File: src/rtl/upsampler_h_sequencer_if.sv
// ---------------------------------------------------------------------------
// upsampler_h_sequencer_if
//   Pixel-in / window-out bundle for the horizontal 2x upsampler sequencer.
//   Signal names follow the sequencer's own point of view (_i = into the
//   sequencer, _o = out of it).
//
//   pix_i        : input pixel, raster order (FP_WIDTH bits)
//   valid_i      : pix_i valid
//   ready_o      : sequencer accepts pix_i this cycle
//   window_o     : 1x5 window, index 4 = newest sample
//   col_o        : upsampled column of the window centre (index 2)
//   row_o        : row of the window
//   valid_o      : single-cycle qualifier for window_o/col_o/row_o
//   frame_done_o : pulses with the last window of a frame
//
//   slave  : the sequencer side
//   master : the pixel source / window consumer side
// ---------------------------------------------------------------------------
interface upsampler_h_sequencer_if #(
    parameter int EXP_WIDTH  = 5,
    parameter int FRAC_WIDTH = 10
);
    localparam int FP_WIDTH = 1 + EXP_WIDTH + FRAC_WIDTH;

    logic [FP_WIDTH-1:0]      pix_i;
    logic                     valid_i;
    logic                     ready_o;
    logic [4:0][FP_WIDTH-1:0] window_o;
    logic [15:0]              col_o;
    logic [15:0]              row_o;
    logic                     valid_o;
    logic                     frame_done_o;

    modport slave (
        input  pix_i,
        input  valid_i,
        output ready_o,
        output window_o,
        output col_o,
        output row_o,
        output valid_o,
        output frame_done_o
    );

    modport master (
        output pix_i,
        output valid_i,
        input  ready_o,
        input  window_o,
        input  col_o,
        input  row_o,
        input  valid_o,
        input  frame_done_o
    );
endinterface

File: src/rtl/upsampler_h_sequencer.sv
// ---------------------------------------------------------------------------
// upsampler_h_sequencer
//   Turns a raster stream of pixels into the zero-stuffed 2x horizontal
//   stream p0,0,p1,0,...,p(W-1),0,0,0 per row and presents a sliding 1x5
//   window over it for a downstream 5-tap horizontal convolution. Each row
//   starts with an all-zero window history (left zero padding) and ends with
//   two pad zeros (right padding), giving exactly 2*W windows per row.
//   Pixel data is passed through untouched.
//
//   Ports:
//     clk_i : sole clock, rising edge
//     rst_i : asynchronous active-low reset
//     bus   : upsampler_h_sequencer_if.slave
//             (pix_i/valid_i/ready_o in, window_o/col_o/row_o/valid_o/
//              frame_done_o out)
// ---------------------------------------------------------------------------
module upsampler_h_sequencer #(
    parameter int EXP_WIDTH  = 5,
    parameter int FRAC_WIDTH = 10,
    parameter int IMG_WIDTH  = 640,
    parameter int IMG_HEIGHT = 480
) (
    input  logic                    clk_i,
    input  logic                    rst_i,
    upsampler_h_sequencer_if.slave  bus
);
    localparam int FP_WIDTH = 1 + EXP_WIDTH + FRAC_WIDTH;

    localparam logic [15:0] PIX_PER_ROW = 16'(IMG_WIDTH);
    // Stream index of the second pad zero: the last sample of a row.
    localparam logic [15:0] LAST_K      = 16'(2 * IMG_WIDTH + 1);
    localparam logic [15:0] LAST_ROW    = 16'(IMG_HEIGHT - 1);

    typedef enum logic [1:0] {
        S_EVEN,   // waiting for a real pixel
        S_ODD,    // stuffing the zero after a pixel
        S_FLUSH   // two right-padding zeros at row end
    } state_e;

    state_e state_q, state_d;
    logic   flush_q, flush_d;   // 0 = first pad cycle, 1 = second

    // Window history, index 4 = newest
    logic [4:0][FP_WIDTH-1:0] sr_q;
    logic [15:0]              pix_cnt_q;  // pixels accepted in this row
    logic [15:0]              k_q;        // stream index of next sample
    logic [15:0]              row_q;

    // Registered outputs
    logic [4:0][FP_WIDTH-1:0] win_q;
    logic [15:0]              col_q;
    logic [15:0]              row_out_q;
    logic                     valid_q;
    logic                     fd_q;

    // FSM outputs
    logic                     ready;
    logic                     shift_en;
    logic [FP_WIDTH-1:0]      shift_val;

    logic [4:0][FP_WIDTH-1:0] sr_shifted;
    logic                     row_end;
    logic                     emit;

    // -----------------------------------------------------------------------
    // FSM: state register
    // -----------------------------------------------------------------------
    always_ff @(posedge clk_i or negedge rst_i) begin
        if (!rst_i) begin
            state_q <= S_EVEN;
            flush_q <= 1'b0;
        end else begin
            state_q <= state_d;
            flush_q <= flush_d;
        end
    end

    // -----------------------------------------------------------------------
    // FSM: next state
    // pix_cnt_q already counts the pixel shifted in EVEN when ODD is entered,
    // so reaching PIX_PER_ROW in ODD means the row's last pixel is in.
    // -----------------------------------------------------------------------
    always_comb begin
        state_d = state_q;
        flush_d = 1'b0;
        unique case (state_q)
            S_EVEN: begin
                if (bus.valid_i) state_d = S_ODD;
            end
            S_ODD: begin
                if (pix_cnt_q < PIX_PER_ROW) state_d = S_EVEN;
                else                         state_d = S_FLUSH;
            end
            S_FLUSH: begin
                flush_d = ~flush_q;
                if (flush_q) state_d = S_EVEN;
            end
            default: state_d = S_EVEN;
        endcase
    end

    // -----------------------------------------------------------------------
    // FSM: outputs (ready depends on state only, never on valid_i)
    // -----------------------------------------------------------------------
    always_comb begin
        ready     = 1'b0;
        shift_en  = 1'b0;
        shift_val = '0;
        unique case (state_q)
            S_EVEN: begin
                ready     = 1'b1;
                shift_en  = bus.valid_i;
                shift_val = bus.pix_i;
            end
            S_ODD: begin
                shift_en = 1'b1;
            end
            S_FLUSH: begin
                shift_en = 1'b1;
            end
            default: begin
                ready = 1'b0;
            end
        endcase
    end

    // -----------------------------------------------------------------------
    // Datapath
    // -----------------------------------------------------------------------
    always_comb begin
        sr_shifted = {shift_val, sr_q[4:1]};
        row_end    = (state_q == S_FLUSH) && flush_q;
        // Windows are only emitted once the centre tap holds stream index 0.
        emit       = shift_en && (k_q >= 16'd2);
    end

    always_ff @(posedge clk_i or negedge rst_i) begin
        if (!rst_i) begin
            sr_q      <= '0;
            pix_cnt_q <= '0;
            k_q       <= '0;
            row_q     <= '0;
        end else if (shift_en) begin
            if (row_end) begin
                // The second pad sample is still captured into the output
                // register this cycle; the history itself restarts clean.
                sr_q      <= '0;
                pix_cnt_q <= '0;
                k_q       <= '0;
                row_q     <= (row_q == LAST_ROW) ? '0 : row_q + 16'd1;
            end else begin
                sr_q <= sr_shifted;
                k_q  <= k_q + 16'd1;
                if (state_q == S_EVEN) pix_cnt_q <= pix_cnt_q + 16'd1;
            end
        end
    end

    always_ff @(posedge clk_i or negedge rst_i) begin
        if (!rst_i) begin
            win_q     <= '0;
            col_q     <= '0;
            row_out_q <= '0;
            valid_q   <= 1'b0;
            fd_q      <= 1'b0;
        end else begin
            valid_q <= emit;
            fd_q    <= emit && (k_q == LAST_K) && (row_q == LAST_ROW);
            if (emit) begin
                win_q     <= sr_shifted;
                col_q     <= k_q - 16'd2;
                row_out_q <= row_q;
            end
        end
    end

    assign bus.ready_o      = ready;
    assign bus.window_o     = win_q;
    assign bus.col_o        = col_q;
    assign bus.row_o        = row_out_q;
    assign bus.valid_o      = valid_q;
    assign bus.frame_done_o = fd_q;

endmodule

File: src/flat_wrapper.sv
// flat-port wrapper written by rule: the top's interface ports become plain ports
module upsampler_h_sequencer_flat 
#(
    parameter int EXP_WIDTH  = 5,
    parameter int FRAC_WIDTH = 10,
    parameter int IMG_WIDTH  = 640,
    parameter int IMG_HEIGHT = 480
)
  (clk_i, rst_i, bus_pix_i, bus_valid_i, bus_ready_o, bus_window_o, bus_col_o, bus_row_o, bus_valid_o, bus_frame_done_o);
  upsampler_h_sequencer_if #(.EXP_WIDTH(EXP_WIDTH), .FRAC_WIDTH(FRAC_WIDTH)) bus_i ();
  input  logic clk_i;
  input  logic rst_i;
  input wire logic [$bits(bus_i.pix_i)-1:0] bus_pix_i;
  input wire logic [$bits(bus_i.valid_i)-1:0] bus_valid_i;
  output wire logic [$bits(bus_i.ready_o)-1:0] bus_ready_o;
  output wire logic [$bits(bus_i.window_o)-1:0] bus_window_o;
  output wire logic [$bits(bus_i.col_o)-1:0] bus_col_o;
  output wire logic [$bits(bus_i.row_o)-1:0] bus_row_o;
  output wire logic [$bits(bus_i.valid_o)-1:0] bus_valid_o;
  output wire logic [$bits(bus_i.frame_done_o)-1:0] bus_frame_done_o;
  assign bus_i.pix_i = bus_pix_i;
  assign bus_i.valid_i = bus_valid_i;
  assign bus_ready_o = bus_i.ready_o;
  assign bus_window_o = bus_i.window_o;
  assign bus_col_o = bus_i.col_o;
  assign bus_row_o = bus_i.row_o;
  assign bus_valid_o = bus_i.valid_o;
  assign bus_frame_done_o = bus_i.frame_done_o;
  upsampler_h_sequencer #(.EXP_WIDTH(EXP_WIDTH), .FRAC_WIDTH(FRAC_WIDTH), .IMG_WIDTH(IMG_WIDTH), .IMG_HEIGHT(IMG_HEIGHT)) u_core (.clk_i(clk_i), .rst_i(rst_i), .bus(bus_i));
endmodule
File: config.mk
export PLATFORM = sky130hd
export DESIGN_NAME = upsampler_h_sequencer_flat
export DESIGN_NICKNAME = d
export VERILOG_FILES = /design/src/rtl/upsampler_h_sequencer_if.sv /design/src/rtl/upsampler_h_sequencer.sv /design/src/flat_wrapper.sv
export SDC_FILE = /design/constraint.sdc
export NUM_CORES = 1
export LEC_CHECK = 0
export ABC_AREA = 1
export BUFFER_PORTS_ARGS = -buffer_cell sky130_fd_sc_hd__buf_2
export CORE_MARGIN = 2
export CORE_UTILIZATION = 45
export CTS_BUF_LIST = sky130_fd_sc_hd__clkbuf_4 sky130_fd_sc_hd__clkbuf_8
export DETAILED_ROUTE_END_ITERATION = 16
export PLACE_DENSITY = 0.67
export SLEW_MARGIN = 15
export SYNTH_ARGS = -nofsm -noshare
export SYNTH_HDL_FRONTEND = slang
export SYNTH_SLANG_ARGS = --single-unit
File: constraint.sdc
create_clock -name clk_i -period 2.4 [get_ports clk_i]
set_input_delay 0.24 -clock clk_i [delete_from_list [all_inputs] [get_ports clk_i]]
set_output_delay 0.24 -clock clk_i [all_outputs]
set_load 0.1 [all_outputs]
==> results of run 1 <==
## registers in the layout, indices dropped and copies added, names as in the netlist
register	flops
u_core.k_q	16
u_core.pix_cnt_q	16
u_core.bus.window_o	80
u_core.bus.frame_done_o	1
u_core.bus.col_o	16
u_core.state_q	2
u_core.bus.valid_o	1
u_core.row_q	16
u_core.flush_q	1
u_core.bus.row_o	16
u_core.sr_q	64
## how the worst max path moves through the flow
| stage | from | endpoint | slack [ps] | cells past startpoint |
|---|---|---|---|---|
| global placement | u_core.state_q[1]$_DFFE_PN0P_ | u_core.k_q[10]$_DFFE_PN0P_ | 320 | 10 |
| detailed placement | u_core.state_q[1]$_DFFE_PN0P_ | u_core.k_q[10]$_DFFE_PN0P_ | 230 | 10 |
| global route | u_core.state_q[1]$_DFFE_PN0P_ | u_core.k_q[10]$_DFFE_PN0P_ | 9 | 10 |
| finish | u_core.state_q[1]$_DFFE_PN0P_ | u_core.k_q[10]$_DFFE_PN0P_ | 220 | 10 |
| CTS | u_core.state_q[1]$_DFFE_PN0P_ | u_core.k_q[10]$_DFFE_PN0P_ | 230 | 10 |
| floorplan | u_core.state_q[0]$_DFFE_PN0P_ | u_core.k_q[2]$_DFFE_PN0P_ | 200 | 9 |
## worst reg2reg max path, stage by stage (launching register included)
cell	delay (ps)
dfrtp_1	380
inv_1	100
ha_2	320
inv_1	60
a21oi_4	270
buf_4	450
nand3_1	160
inv_1	140
nand3_1	80
nand2_1	70
nor2_1	40
## layer usage
metal | global-route usage | vias to the layer above
met1 | 0.302 | 3838
met4 | 0.0694 | 0
met5 | 0 | -
li1 | - | 4001
met3 | 0.0417 | 43
met2 | 0.314 | 202
## per-stage QoR
stage	hold slack (ps)	cells
CTS	1.93	1598
floorplan	-55.6	1133
global placement	213	1515
global route	29.8	1598
finish	23.8	1598
detailed placement	210	1515
## repair_timing
action                     4_1_cts  5_1_grt
hold buffers                    13        0
hold endpoints to repair        80        0
setup endpoints to repair        0        0
## cells by family (layout without fill, tap and decap cells)
logic type               count (synthesis)  count (layout)  synth area share
AND/OR/NAND/NOR                        478             478             0.199
XOR/XNOR                                12              12            0.0104
flip-flops                             229             229             0.565
buffers and inverters                  191             376            0.0935
adder cells (fa/ha/maj)                 12              12            0.0148
AO/OA/AOI/OAI                          211             211             0.117
## layout by cell type (no fill, tap or decap), types with 2 or more instances in the layout
master,n
ha_1,11
buf_12,5
clkinv_2,4
dlygate4sd3_1,13
clkbuf_4,10
bufinv_16,2
nand4_1,26
dfrtp_1,229
o21ai_1,95
o21ai_0,21
nand3b_1,2
buf_4,21
nor2_4,2
buf_2,132
nand2_1,287
nor3_1,14
clkbuf_8,51
nor2_2,3
inv_1,132
xnor2_1,4
nand2_2,14
inv_8,2
o21ai_2,10
a21oi_1,13
nor2_1,78
xor2_1,8
nand3_1,47
and2_1,3
o22ai_1,67
## area by class of cell
type / count / share of cell area
Sequential cell: 229 / 0.477
Clock buffer: 61 / 0.0646
Tap cell: 280 / 0.0291
Multi-Input combinational cell: 713 / 0.290
Inverter: 134 / 0.0418
Timing Repair Buffer: 172 / 0.0885
Clock inverter: 9 / 0.00916
==> flow_summary.toml, run 1 <==
[detailed_routing]
drtIter0Drc = 682
top_layer_used = "met4"
wl_met2_um = 10800
ant_nets = 0
met1_length_um = 11600
drc_errors = 0
drt-total-wl_um = 24300
vias = 8084
wl_met3_um = 1280
first_pass_iters = 5
avgViaCountPerCell = 5.06
routedWlPerCell_um = 15.2

[critical_path]
crit_family = "buffers and inverters"
reg2reg_from = "u_core.state_q[1]$_DFFE_PN0P_"
worst_path_max_delay_cell = "buf_4"
worstSetupPathType = "reg -> reg"
cpMostUsedCell = "inv_1"
cp.required_ps = 2820
cp_max_fo = 37
reg2reg_setup_slack_ps = 220
r2r-end = "u_core.k_q[10]$_DFFE_PN0P_"
ff2ff_path_depth = 10
cp.arrival_ps = 2600
slowest_delay_ps = 450
cp-start-kind = "register"
path_cells = "inv_1 > ha_2 > inv_1 > a21oi_4 > buf_4 > nand3_1 > inv_1 > nand3_1 > nand2_1 > nor2_1"
cp_num_buf_inv = 4
worstSetupEndpointType = "register"

[worst_hold_path]
min_delay_path_depth = 3
hold_class = "in -> reg"
min_delay_worst_endpoint = "u_core.bus.window_o[66]$_DFFE_PN0P_"
min_from = "bus_pix_i[2]"

[run_status]
status = "finished clean"

[die]
die_h_um = 154
dieArea_mm2 = 0.0238
die_w_um = 154
core_area_mm2 = 0.0220
fp-row-count = 54
start_util = 0.462
pin_count = 134

[synth]
synthArstFlopShare = 1.00
syn_inst = 1133
ys_seq_elements = 229
synth_edf_count = 0
synth.distinct_cells = 34
synthMostInstantiatedCell = "nand2_1"
synth.top_cell.area_share = 0.565
ys.warnings.count = 0
synthFlopType = "dfrtp_1"
synth_commonest_cells = "nand2_1, dfrtp_1, inv_1"
yosys-top-cells-area = "dfrtp_1, nand2_1, inv_1, o21ai_1, o22ai_1"
yosysSeqAreaShare = 0.565
syn_avg_cell_area_um2 = 8.95
syn-num-nets = 1164
yosys.area.top_type = "dfrtp_1"
synth_area_mm2 = 0.0101

[final_layout]
fin_nets = 1320
stdcell_area_mm2 = 0.0120
drive_above_1_share = 0.200
ff_latch_area_mm2 = 0.00573
nFillCells = 2071
area_delta_synth_final_pct = 18.5
n_antenna_cell = 0
fin_util = 0.547
multiInputGateArea_mm2 = 0.00349

[clocking]
postCtsSetupBuffers = 0
cts_resized = 0
clock_latency_ps = 540
htree_levels = 2
numCtsBuffers = 39
path_clk_slew_ps = 60
clock_path_buffers = 3
cts.sink_count = 229
cts_tree = "yes"
cts_root_buf = "clkbuf_8"

[placement]
dp_hpwl_um = 16600
place_congestion = 0.914
place_ws_ps = 233
port_buffers = 133
placed_cell_area_mm2 = 0.0110

[timing]
fin_crit_ps = 2180
grt_setup_unrepaired = "no"
max-slew-margin-rel = 0.479
fin_setup_tns_ps = 0
setup_viol = 0
fin_ws_ps = 222
final-max-slew-violation-count = 0
fin_worst_skew_ps = 13.6
timing.fmax_mhz = 459
fin_crit_sh = 0.907
hold_viol = 0
worst_pin_slew_ps = 782

[grt]
antenna_found_initial = 0
grt_first_pass_wirelength_um = 39900
track_usage = 0.208
grt.overflow.total = 0
grt_max_degree = 70
grt_pass1_vias = 7721

[run]
drv_cap = 0
Power of run 1 is left out: the tool's default activity adds up to more than one toggle a clock period on the data nets, which glitch-free logic cannot reach.
==> run 2: changes to the inputs <==
Settings changed: CORE_ASPECT_RATIO set to 0.5, CORE_MARGIN 2 to 10.
==> run 2 against run 1 <==
Compared with the run above:
- global-route usage down 3.9 points
- critical path depth down 4
- hold slack better by 13 ps
- first-iteration DRC count down 5.7%
- non-clock buffer count up 1
- fmax down 0.80%
- count of clock-buffer cells in the layout down 8
- die area up 23%
- utilization down 0.31 points
- critical path type unchanged
- highest routed layer unchanged
==> flow_summary.toml, run 2 (synthesis gave the netlist of run 1 again) <==
[critical_path]
cp.required_ps = 2760
cp_max_fo = 64
reg2reg_setup_slack_ps = 200
cp.arrival_ps = 2550
cp-startpoint = "u_core.state_q[0]$_DFFE_PN0P_"
worstSetupPathType = "reg -> reg"
cp-start-kind = "register"
worstSetupEndpointType = "register"
reg2reg_from = "u_core.state_q[0]$_DFFE_PN0P_"

[clocking]
htree_levels = 2
numCtsBuffers = 36
clock_latency_ps = 540
path_clk_slew_ps = 60
clock_path_buffers = 3
cts.sink_count = 229
cts_root_buf = "clkbuf_8"
postCtsSetupBuffers = 0
cts_tree = "yes"

[detailed_routing]
drtIter0Drc = 643
avgViaCountPerCell = 5.02
first_pass_iters = 6
drt-total-wl_um = 25000
drc_errors = 0
ant_nets = 0
routedWlPerCell_um = 15.5
vias = 8089

[timing]
grt_setup_unrepaired = "no"
hold_viol = 0
max-slew-margin-rel = 0.486
final-max-slew-violation-count = 0
setup_viol = 0
fin_setup_tns_ps = 0
fin_worst_skew_ps = 24.1
fin_crit_ps = 2200
timing.fmax_mhz = 456
worst_pin_slew_ps = 770
fin_crit_sh = 0.915

[placement]
dp_hpwl_um = 17500
port_buffers = 133
place_congestion = 0.889

[final_layout]
n_antenna_cell = 0
fin_nets = 1318
drive_above_1_share = 0.193
final_cell_mix = "nand2_1, dfrtp_1, inv_1, buf_2, o21ai_1"
area_delta_synth_final_pct = 17.6
layout_commonest_cell = "nand2_1"
largest_reg_flops = 80

[grt]
grt.overflow.total = 0
antenna_found_initial = 0
grt_first_pass_wirelength_um = 41300
track_usage = 0.169
grt_pass1_vias = 8008
grt_max_degree = 69

[worst_hold_path]
hold_class = "in -> reg"
min_from = "bus_pix_i[0]"

[run]
drv_cap = 0

[die]
start_util = 0.463
fp-row-count = 38
dieArea_mm2 = 0.0293
die_w_um = 232
die_h_um = 126
core_area_mm2 = 0.0219
pin_count = 134

[run_status]
status = "finished clean"
-- run 2: cell types whose count changed in the layout (fill, tap and decap cells not counted) --
cell,previous run,this run
dlygate4sd3_1,13,16
bufinv_16,2,1
inv_6,0,1
clkbuf_4,10,11
inv_8,2,1
buf_4,21,18
clkinvlp_4,1,2
buf_12,5,6
clkbuf_8,51,42
-- run 2: per-stage QoR --
| stage | utilization | hold WS, ps | std cells | setup WS [ps] | instance area (um2) |
|---|---|---|---|---|---|
| 2_1_floorplan | - | -55.6 | 1133 | 199 | 10100 |
| 3_3_place_gp | 0.503 | 161 | 1533 | 311 | 11000 |
| 3_5_place_dp | 0.503 | 166 | 1533 | 241 | 11000 |
| 4_1_cts | 0.544 | 18.3 | 1611 | 242 | 11900 |
| 5_1_grt | 0.544 | 14.9 | 1611 | 5.85 | 11900 |
| 6_report | 0.544 | 37.0 | 1611 | 205 | 11900 |
-- run 2: layout make-up --
cell class	instances	area, um2
tap	300	375
clock buffer	53	661
inverter	134	503
multi-input combinational	713	3490
clock inverter	9	85.1
sequential	229	5730
timing repair buffer	173	1090
fill	1982	9990
-- run 2: what timing repair did --
action,in CTS,in global routing
hold buffers,16,0
gates resized for setup,0,0
endpoints found under the hold margin,128,0
-- run 2: final timing paths --
path | endpoint | depth (start not counted)
setup / recovery | u_core.sr_q[40]$_DFFE_PN0P_ | 6
hold / removal | u_core.bus.window_o[64]$_DFFE_PN0P_ | 3
setup reg to reg | u_core.sr_q[40]$_DFFE_PN0P_ | 6
hold reg to reg | u_core.bus.window_o[26]$_DFFE_PN0P_ | 2
max in group asynchronous | u_core.bus.window_o[8]$_DFFE_PN0P_ | 3
min in group asynchronous | u_core.k_q[0]$_DFFE_PN0P_ | 2
-- run 2: critical path: stages (launching register included) --
cell and delay [ps]:
dfrtp_1 370, inv_1 100, ha_2 330, inv_1 70, a21oi_4 300, buf_4 630
o22ai_1 170
-- run 2: routing by layer --
metal / routed length, um / GRT usage / vias to the layer above
li1: - / - / 3987
met1: 10800 / 0.213 / 3898
met2: 12500 / 0.288 / 158
met3: 1140 / 0.0352 / 46
met4: 513 / 0.0512 / 0
met5: 0 / 0 / -
Power of run 2 is left out for the same reason.
